### src/rtl/exc_pkg.sv
// Shared types and constants for the exception controller.
// Optional build macro EXC_CNT_EN (used in exception_ctrl) adds an entry counter.
package exc_pkg;

  typedef enum logic [1:0] {
    IDLE    = 2'd0,
    ENTRY   = 2'd1,
    HANDLER = 2'd2,
    RETURN  = 2'd3
  } state_t;

  localparam logic [3:0] ESR_NONE   = 4'b0000;
  localparam logic [3:0] ESR_IRQ    = 4'b0001;
  localparam logic [3:0] ESR_UNDEF  = 4'b0010;
  localparam logic [3:0] ESR_DFAULT = 4'b1111;

  localparam logic [63:0] DEF_VECTOR_ADDR = 64'h0000_0000_0000_00D8;

endpackage

### src/rtl/exc_cause_enc.sv
// Priority encoder deciding whether an exception entry is taken this cycle
// and with which syndrome. ERet overrides NotAnInstr because the decoder
// raises both for ERET; a synchronous fault outranks the external IRQ.
module exc_cause_enc
  import exc_pkg::*;
(
  input  logic       ExtIRQ,
  input  logic       NotAnInstr,
  input  logic       ERet,
  input  state_t     state,
  output logic       take,
  output logic [3:0] cause
);

  logic undef;

  assign undef = NotAnInstr & ~ERet;

  // Select entry cause by state; ENTRY and RETURN never take a new exception.
  always_comb begin
    take  = 1'b0;
    cause = ESR_NONE;
    unique case (state)
      IDLE: begin
        if (ERet || undef) begin
          take  = 1'b1;
          cause = ESR_UNDEF;
        end else if (ExtIRQ) begin
          take  = 1'b1;
          cause = ESR_IRQ;
        end
      end
      HANDLER: begin
        if (undef) begin
          take  = 1'b1;
          cause = ESR_DFAULT;
        end
      end
      default: begin
        take  = 1'b0;
        cause = ESR_NONE;
      end
    endcase
  end

endmodule

### src/rtl/exception_ctrl.sv
// Exception entry/return sequencer beside the LEGv8 decoder, feeding the PC mux.
// Build option: define EXC_CNT_EN to add the saturating ExcCount output.
//
// state   | meaning
// IDLE    | normal execution, watching for fault/ERET/IRQ
// ENTRY   | one cycle: acknowledge and redirect fetch to the handler vector
// HANDLER | handler running, IRQ masked, waiting for ERET or double fault
// RETURN  | one cycle: redirect fetch back to ELR
module exception_ctrl
  import exc_pkg::*;
#(
  parameter int unsigned          PC_W        = 64,
  parameter logic [PC_W-1:0]      VECTOR_ADDR = PC_W'(DEF_VECTOR_ADDR)
) (
  input  logic            clk,
  input  logic            reset,
  input  logic            ExtIRQ,
  input  logic            NotAnInstr,
  input  logic            ERet,
  input  logic [PC_W-1:0] InstrPC,
  output logic            ExcAck,
  output logic            ExtIAck,
  output logic            Redirect,
  output logic [PC_W-1:0] RedirectPC,
  output logic [PC_W-1:0] ELR,
  output logic [3:0]      ESR,
`ifdef EXC_CNT_EN
  output logic [15:0]     ExcCount,
`endif
  output logic            InHandler
);

  state_t     state, state_nxt;
  logic       take;
  logic [3:0] cause;
  logic       cap_elr;
  logic       cap_esr;

  exc_cause_enc u_cause_enc (
    .ExtIRQ     (ExtIRQ),
    .NotAnInstr (NotAnInstr),
    .ERet       (ERet),
    .state      (state),
    .take       (take),
    .cause      (cause)
  );

  // Next-state and register-capture decisions.
  always_comb begin
    state_nxt = state;
    cap_elr   = 1'b0;
    cap_esr   = 1'b0;
    unique case (state)
      IDLE: begin
        if (take) begin
          state_nxt = ENTRY;
          cap_elr   = 1'b1;
          cap_esr   = 1'b1;
        end
      end
      ENTRY: begin
        state_nxt = HANDLER;
      end
      HANDLER: begin
        if (ERet) begin
          state_nxt = RETURN;
        end else if (take) begin
          // Double fault keeps ELR so the original return point survives.
          state_nxt = ENTRY;
          cap_esr   = 1'b1;
        end
      end
      RETURN: begin
        state_nxt = IDLE;
      end
      default: begin
        state_nxt = IDLE;
      end
    endcase
  end

  // State register plus exception context; reset discards everything.
  always_ff @(posedge clk or posedge reset) begin
    if (reset) begin
      state <= IDLE;
      ELR   <= '0;
      ESR   <= ESR_NONE;
    end else begin
      state <= state_nxt;
      if (cap_elr) ELR <= InstrPC;
      if (cap_esr) ESR <= cause;
    end
  end

  // Moore output decodes of registered state only.
  always_comb begin
    ExcAck     = 1'b0;
    ExtIAck    = 1'b0;
    Redirect   = 1'b0;
    RedirectPC = '0;
    InHandler  = 1'b0;
    unique case (state)
      ENTRY: begin
        ExcAck     = 1'b1;
        ExtIAck    = (ESR == ESR_IRQ);
        Redirect   = 1'b1;
        RedirectPC = VECTOR_ADDR;
      end
      HANDLER: begin
        InHandler = 1'b1;
      end
      RETURN: begin
        Redirect   = 1'b1;
        RedirectPC = ELR;
      end
      default: begin
        ExcAck = 1'b0;
      end
    endcase
  end

`ifdef EXC_CNT_EN
  // Count entry cycles, saturating at all-ones.
  always_ff @(posedge clk or posedge reset) begin
    if (reset) begin
      ExcCount <= '0;
    end else if (state == ENTRY && ExcCount != 16'hFFFF) begin
      ExcCount <= ExcCount + 16'd1;
    end
  end
`endif

endmodule

### config.mk
export PLATFORM = sky130hd
export DESIGN_NAME = exception_ctrl
export DESIGN_NICKNAME = d
export VERILOG_FILES = /design/src/rtl/exc_pkg.sv /design/src/rtl/exc_cause_enc.sv /design/src/rtl/exception_ctrl.sv
export SDC_FILE = /design/constraint.sdc
export NUM_CORES = 1
export LEC_CHECK = 0
export ABC_AREA = 1
export CORE_MARGIN = 1
export CORE_UTILIZATION = 47
export CTS_BUF_LIST = sky130_fd_sc_hd__clkbuf_16
export DETAILED_ROUTE_END_ITERATION = 7
export DONT_BUFFER_PORTS = 1
export GPL_ROUTABILITY_DRIVEN = 0
export SLEW_MARGIN = 30
export SYNTH_ARGS = -nofsm -noshare
export SYNTH_HDL_FRONTEND = slang
export SYNTH_SLANG_ARGS = --single-unit
### constraint.sdc
create_clock -name clk -period 3.69 [get_ports clk]
set_clock_uncertainty 0.15 [all_clocks]
set_input_delay 0.738 -clock clk [delete_from_list [all_inputs] [get_ports clk]]
set_output_delay 0.738 -clock clk [all_outputs]
set_load 0.02 [all_outputs]
### Word-level counts from Yosys, hierarchy flattened

Index checks and enable logic that the tools add are counted.

* logic and storage cells: 32
* memory bits (writable): 0
* memories: 0
* ROM bits: 0
* output and inout bits: 136
* input port bits: 69
* bits in registers: 70
* bits in latches: 0

* multiply operators: 0
* order comparisons: 0
* add/subtract/negate cells: 0
* bitwise operators: 2
* reductions and logical operators: 3
* div/mod/pow operators: 0
* equal/unequal tests: 4
* shifts and indexed selects: 0
* multiplexer cells: 20

Operator list (number)
* 64-bit one-hot mux with 2 select lines: 1
* 1-bit two-way mux: 11
* 4-bit two-way mux: 2
* 2-bit one-hot mux with 4 select lines: 1
* 4-bit one-hot mux with 2 select lines: 1
* 2-bit equality test, second input constant: 2
* 4-bit by 1-bit equality test with 1-bit output, second input constant: 1
* 2-bit two-way mux: 2
* 1-bit one-hot mux with 2 select lines: 2
* 2-bit by 1-bit equality test with 1-bit output, second input constant: 1
* 2-bit zero test: 1
* 2-bit OR reduction: 1
* 1-bit bitwise AND: 1
* 1-bit logical OR: 1
* 1-bit NOT: 1

### Depth between registers and ports, before layout

Gate-level depths: netlist (run 1).

* word-level depth: 8
* depth in mapped cells: 7
* mapped depth without buffers: 6

### Modules after synthesis

Synthesis (run 1) repeated with hierarchy kept, for this count alone.

* cell total of the unflattened synthesis: 464
* area total of the unflattened synthesis: 3553.4 µm²

Modules (own cells, without submodules)
* exception_ctrl: area each 3485.8 µm², cells an instance 450, seq. area each 1751.7 µm², times used 1
* exc_cause_enc: area each 67.6 µm², cells an instance 14, seq. area each 0.0 µm², times used 1

### Least setup slack after synthesis (run 1)

OpenSTA, ideal clock, no wires.

* kind: reg2out
* start: register state[1]
* end: output port ExtIAck
* stages on the path, launching flop included: 4
* slack: 1.554 ns
* path buffers: 0
* data required time: 2.802 ns
* arrival: 1.248 ns
* cell sequence: dfrtp_1 > inv_1 > nand2_1 > nor4_1

* word-level cells in the longest chain between the ends: 2

Ends and longest elaborated chain
* start: declaration: RTL line exception_ctrl.sv:33 `state_t state, state_nxt;`
* start signal: assignment: RTL line exception_ctrl.sv:89 `state <= state_nxt;`
* 2-bit by 1-bit equality test with 1-bit output: RTL line exception_ctrl.sv:102 `unique case (state)`
* 1-bit two-way mux: RTL line exception_ctrl.sv:102
* end: declaration: RTL line exception_ctrl.sv:22 `output logic ExtIAck,`

Every way passes these cells.

### Final worst setup path (run 1)

* start: register state[0]
* end: output port RedirectPC[19]

* word-level cells in the longest chain between the ends: 2
* elaborated cells between the ends (all ways): 3
* classes of those cells: 2 x eq/ne; 1 x mux

Ends and longest elaborated chain
* 2-bit equality test or 2-bit by 1-bit equality test with 1-bit output (tied branches): RTL line exception_ctrl.sv:102
* 64-bit one-hot mux with 2 select lines (*): RTL line exception_ctrl.sv:102
* end: declaration: RTL line exception_ctrl.sv:24 `output logic [PC_W-1:0] RedirectPC,`

Mark *: on every way between the ends. The rest lies on a longest branch, timed or not.

==> results.cfg, run 1 <==
[cts]
cts-root-buf = clkbuf_16
cts_tree = done
clkSinkCount = 69
cts_buffers = 9
cts.htree.levels = 3
postCtsSetupBuffers = 0
clkLatencyLatePin_ps = 320
holdBufCountCts = 0
ctsResizeCount = 0
clock_path_buffers = 2
clk_pin_slew_worst_paths_ps = 50

[min_path]
hold_class = input port to async pin

[sta]
fmax_ghz = 0.317
period_needed_ps = 3150
slew_violations = 0
rsz0062_at_grt = no
relSlewSlack_pct = 48.5
worst_slack_ps = 538
fin_setup_tns_ps = 0
setup_viol = 0
fin_crit_sh_pct = 85.4
hold_viol = 0
tightest_slew_ps = 771

[final_layout]
fillers = 709
final_cells = 542
diodes = 0
final_cell_mix = 147 x nand2_1, 69 x dfrtp_1, 68 x inv_1
layout_commonest_cell = nand2_1
register_area_um2 = 1730
final_nets = 510
multi_input_comb_area_um2 = 1170
drive_above_1_share_pct = 6.05
area_growth_pct = 8.67

[worst_setup_path]
crit_chain = nand2_2, buf_4, nor2_1
critPathMaxFanout = 33
end_kind = output port
crit_path_start_kind = flop
required_ps = 2800
cpPeakStageDelay_ps = 680
cp_slowest_cell = dfrtp_1
timing.rr.end = ESR[0]
reg2reg_from = state[0]
r2r_cells = 6
arrival_ps = 2260
crit_type = flop to output port
ff2ff_setup_slack_ps = 1610

[power_and_ir_drop]
vdd_drop_max_v = 0.000430
cellPowerDensity_nw_per_um2 = 1150
leakage_uw = 0.00206

[global_routing]
grt_pass1_vias = 2569
grt-ovfl-total = 0
antenna_found_initial = 0
grt_first_pass_wirelength_mm = 12.5
grt_util_all_layers_pct = 21.9
grt_max_degree = 37

[detailed_routing]
first_pass_iters = 4
wl_per_cell_um = 15.0
drc = 0
wl_mm = 8.10
viasPerCell = 5.02
drt-initial-drc-count = 119
vias = 2721
antenna_left = 0

[synth]
syn_area_per_cell_um2 = 7.48
synth_top_area_share_pct = 51.3
yosys_warnings = 0
yosys.area.top_type = dfrtp_1
synth_area_leaders = dfrtp_1 51%, nand2_1 17%, nand3_1 9.7%
synth-seq-area-share_pct = 51.3
synth-seq-cells = 69
syn_nets = 519
synth_cell_type_count = 15
synth.cell_area_um2 = 3360
postSynthCellCount = 450

[placement]
hpwl_mm = 5.72
dp_cells = 526
portBuffers = 0
pre_cts_slack_ps = 869

[floorplanning]
row_count = 30
io_pins = 205
initial_core_util_pct = 49.0
core_area_um2 = 6870
die_area_um2 = 7500
die_w_um = 86.6
die_h_um = 86.6

[run_status]
outcome = completed

[run]
maxCapViolCount = 0
-- layer usage --
layer / track usage, % / part of all wire (%) / wire length (um) / vias to the layer above
li1: - / - / - / 1327
met1: 25.2 / 41 / 3290 / 1241
met2: 37.3 / 48 / 3880 / 138
met3: 6.76 / 9.1 / 738 / 15
met4: 10.3 / 2.4 / 193 / 0
met5: 0 / 0 / 0 / -
-- worst max-delay path by stage --
stage	slack, ps	end	start
final	540	RedirectPC[19]	state[0]
after global routing	370	RedirectPC[12]	state[0]
after CTS	510	RedirectPC[17]	state[0]
after detailed placement	870	RedirectPC[19]	state[0]
after global placement	950	RedirectPC[2]	state[0]
after floorplan	1060	ELR[0]	reset
-- worst max-delay path, delay by kind of cell (launching register included) --
kind / cells / cell delay, ps
buf+inv: 1 / 390
flops: 1 / 680
simple gates: 2 / 850
-- sequential cells by signal, indices dropped and copies added (netlist names) --
name	count
ELR	64
ESR	3
state	2
-- synthesized netlist by cell type (all sizes together) --
| master | number |
|---|---|
| buf | 21 |
| clkbuf | 9 |
| dfrtp | 69 |
| inv | 68 |
| nand2 | 149 |
| nand3 | 65 |
| nand3b | 1 |
| nand4 | 2 |
| nor2 | 63 |
| nor4 | 1 |
| o211ai | 1 |
| o21ai | 1 |
-- through the flow --
| stage | hold slack, ps | total power, uW | cell area [um2] | util (%) |
|---|---|---|---|---|
| floorplan | 428 | 3160 | 3360 | - |
| global placement | 463 | 3330 | 3350 | 48.8 |
| detailed placement | 474 | 3370 | 3350 | 48.8 |
| CTS | 298 | 4260 | 3660 | 53.2 |
| global route | 337 | 4540 | 3660 | 53.2 |
| finish | 289 | 4210 | 3660 | 53.2 |
-- kinds of logic after synthesis --
group                  after synthesis  share of synthesized area (%)
AND/OR/NAND/NOR                    281                           34.3
buffers and inverters               98                           14.0
AO/OA/AOI/OAI                        2                          0.372
flip-flops                          69                           51.3
-- power breakdown --
| group | internal, uW | switching, uW |
|---|---|---|
| combinational | 368 | 1010 |
| clock | 581 | 302 |
| sequential | 1120 | 825 |
| total | 2070 | 2140 |
-- layout make-up --
class | instances | area share [%]
sequential | 69 | 47.2
clock inverter | 7 | 2.22
clock buffer | 9 | 6.16
inverter | 68 | 6.98
tap | 96 | 3.29
timing repair buffer | 10 | 2.05
multi-input combinational | 283 | 32.1
(Power assumes the default switching activity.)
==> run 2: changes to the inputs <==
==> constraint.sdc (replaced) <==
create_clock -name clk -period 3.69 [get_ports clk]
set_clock_uncertainty 0.15 [all_clocks]
set_input_delay 0 -clock clk [delete_from_list [all_inputs] [get_ports clk]]
set_output_delay 0 -clock clk [all_outputs]
set_load 0.02 [all_outputs]
==> run 2 against run 1 <==
Compared with the run above:
- routed wire length is 10% higher
- die area stayed put
- critical path type is now flop to flop
- largest cell class unchanged
- setup slack better by 880 ps
- highest routed layer unchanged
- total power is 0.18% higher
- final cell count is 12% higher
- sequential cell count stayed put
- combinational power is 7% higher
- clock power is 11% lower
- register-to-register slack worse by 190 ps
- maximum frequency is 39% higher
- clock-buffer cell count stayed put
==> results.cfg, run 2 (same netlist as run 1, synthesis figures left out) <==
[global_routing]
grt_max_degree = 61
antenna_found_initial = 0
grt-ovfl-total = 0
grt_first_pass_wirelength_mm = 13.8
grt_util_all_layers_pct = 24.0
grt_pass1_vias = 2931

[sta]
fin_setup_tns_ps = 0
slew_violations = 0
hold_ws_ps = 109
setup_viol = 0
period_needed_ps = 2270
rsz0062_at_grt = no
worst_slack_ps = 1420
fin_crit_sh_pct = 61.6
relSlewSlack_pct = 40.1
fmax_ghz = 0.440
hold_viol = 0
tightest_slew_ps = 891

[final_layout]
fin_util_pct = 62.6
largest_register = ELR
largest_reg_flops = 64
final_cell_mix = 147 x nand2_1, 70 x dlygate4sd3_1, 69 x dfrtp_1
layout_commonest_cell = nand2_1
drive_above_1_share_pct = 4.11
fillers = 609
area_growth_pct = 27.9
final_nets = 577
reg_top3 = ELR: 64 flops, ESR: 3 flops, state: 2 flops
diodes = 0

[cts]
cts-root-buf = clkbuf_16
cts_buffers = 9
cts.htree.levels = 3
clkLatencyLatePin_ps = 310
clkSinkCount = 69
cts_tree = done
holdBufCountCts = 70
ctsResizeCount = 0
clock_path_buffers = 2
postCtsSetupBuffers = 0
clk_pin_slew_worst_paths_ps = 50

[worst_setup_path]
arrival_ps = 2320
cp_slowest_cell = dfrtp_1
r2r_cells = 5
crit_buf_inv = 1
path_delay_family = simple AND/OR/NAND/NOR gates
crit_chain = nor2_4, nand2_1, nand2_1, nand3_1, dlygate4sd3_1
cpPeakStageDelay_ps = 590
critPathMaxFanout = 21
crit_type = flop to flop
reg2reg_from = state[0]
required_ps = 3740
timing.rr.end = ESR[1]
end_kind = flop
crit_path_start_kind = flop
ff2ff_setup_slack_ps = 1420
path_common_cell = nand2_1

[power_and_ir_drop]
cellPowerDensity_nw_per_um2 = 981
vdd_drop_max_v = 0.000458
leakage_uw = 0.00232

[run_status]
outcome = completed

[placement]
portBuffers = 0
hpwl_mm = 5.49
pre_cts_slack_ps = 1470

[run]
maxCapViolCount = 0

[detailed_routing]
vias = 3045
drt-initial-drc-count = 172
wl_mm = 8.93
first_pass_iters = 5
wl_per_cell_um = 14.7
viasPerCell = 5.02
drc = 0
antenna_left = 0

[floorplanning]
initial_core_util_pct = 49.0
io_pins = 205
row_count = 30
die_w_um = 86.6
die_area_um2 = 7500
die_h_um = 86.6
core_area_um2 = 6870

[min_path]
hold_class = input port to async pin
## run 2: worst max path at each step
stage,start,to,slack (ps),cells after the start
after detailed placement,state[0],RedirectPC[25],1470,2
after floorplan,reset,ELR[0],1800,1
after global placement,state[0],RedirectPC[32],1610,2
final,state[0],ESR[1],1420,5
after CTS,state[0],RedirectPC[25],1110,2
after global routing,state[0],ESR[1],1270,4
## run 2: routing by layer
| metal | routed length, um | global-route usage, % | part of all wire [%] |
|---|---|---|---|
| met1 | 3520 | 27.1 | 39 |
| met2 | 4580 | 43.0 | 51 |
| met3 | 685 | 6.29 | 7.7 |
| met4 | 148 | 10.2 | 1.7 |
| met5 | 0 | 0 | 0 |
## run 2: worst register-to-register path, cell delays in order (launching register included)
cell,delay [ps]
dfrtp_1,590
nor2_4,510
nand2_1,190
nand2_1,90
nand3_1,60
dlygate4sd3_1,560
## run 2: through the flow
step / instance area [um2] / std cells / total power (uW)
after floorplan: 3360 / 450 / 3160
after global placement: 3330 / 523 / 3320
after detailed placement: 3330 / 523 / 3360
after CTS: 4300 / 607 / 4240
after global routing: 4300 / 607 / 4540
final: 4300 / 607 / 4220
## run 2: layout make-up
class / instances / area [um2] / share of cell area [%]
clock buffer: 9 / 225 / 5.23
clock inverter: 5 / 45.0 / 1.05
inverter: 68 / 255 / 5.93
multi-input combinational: 283 / 1180 / 27.4
sequential: 69 / 1730 / 40.1
tap: 96 / 120 / 2.79
timing repair buffer: 77 / 753 / 17.5
## run 2: where the power goes
part           leakage, uW  total (uW)  switching, uW  internal, uW
clock network     0.000135         787            282           505
registers         0.000851        1950            830          1120
logic              0.00133        1480           1060           424
total              0.00232        4220           2170          2050
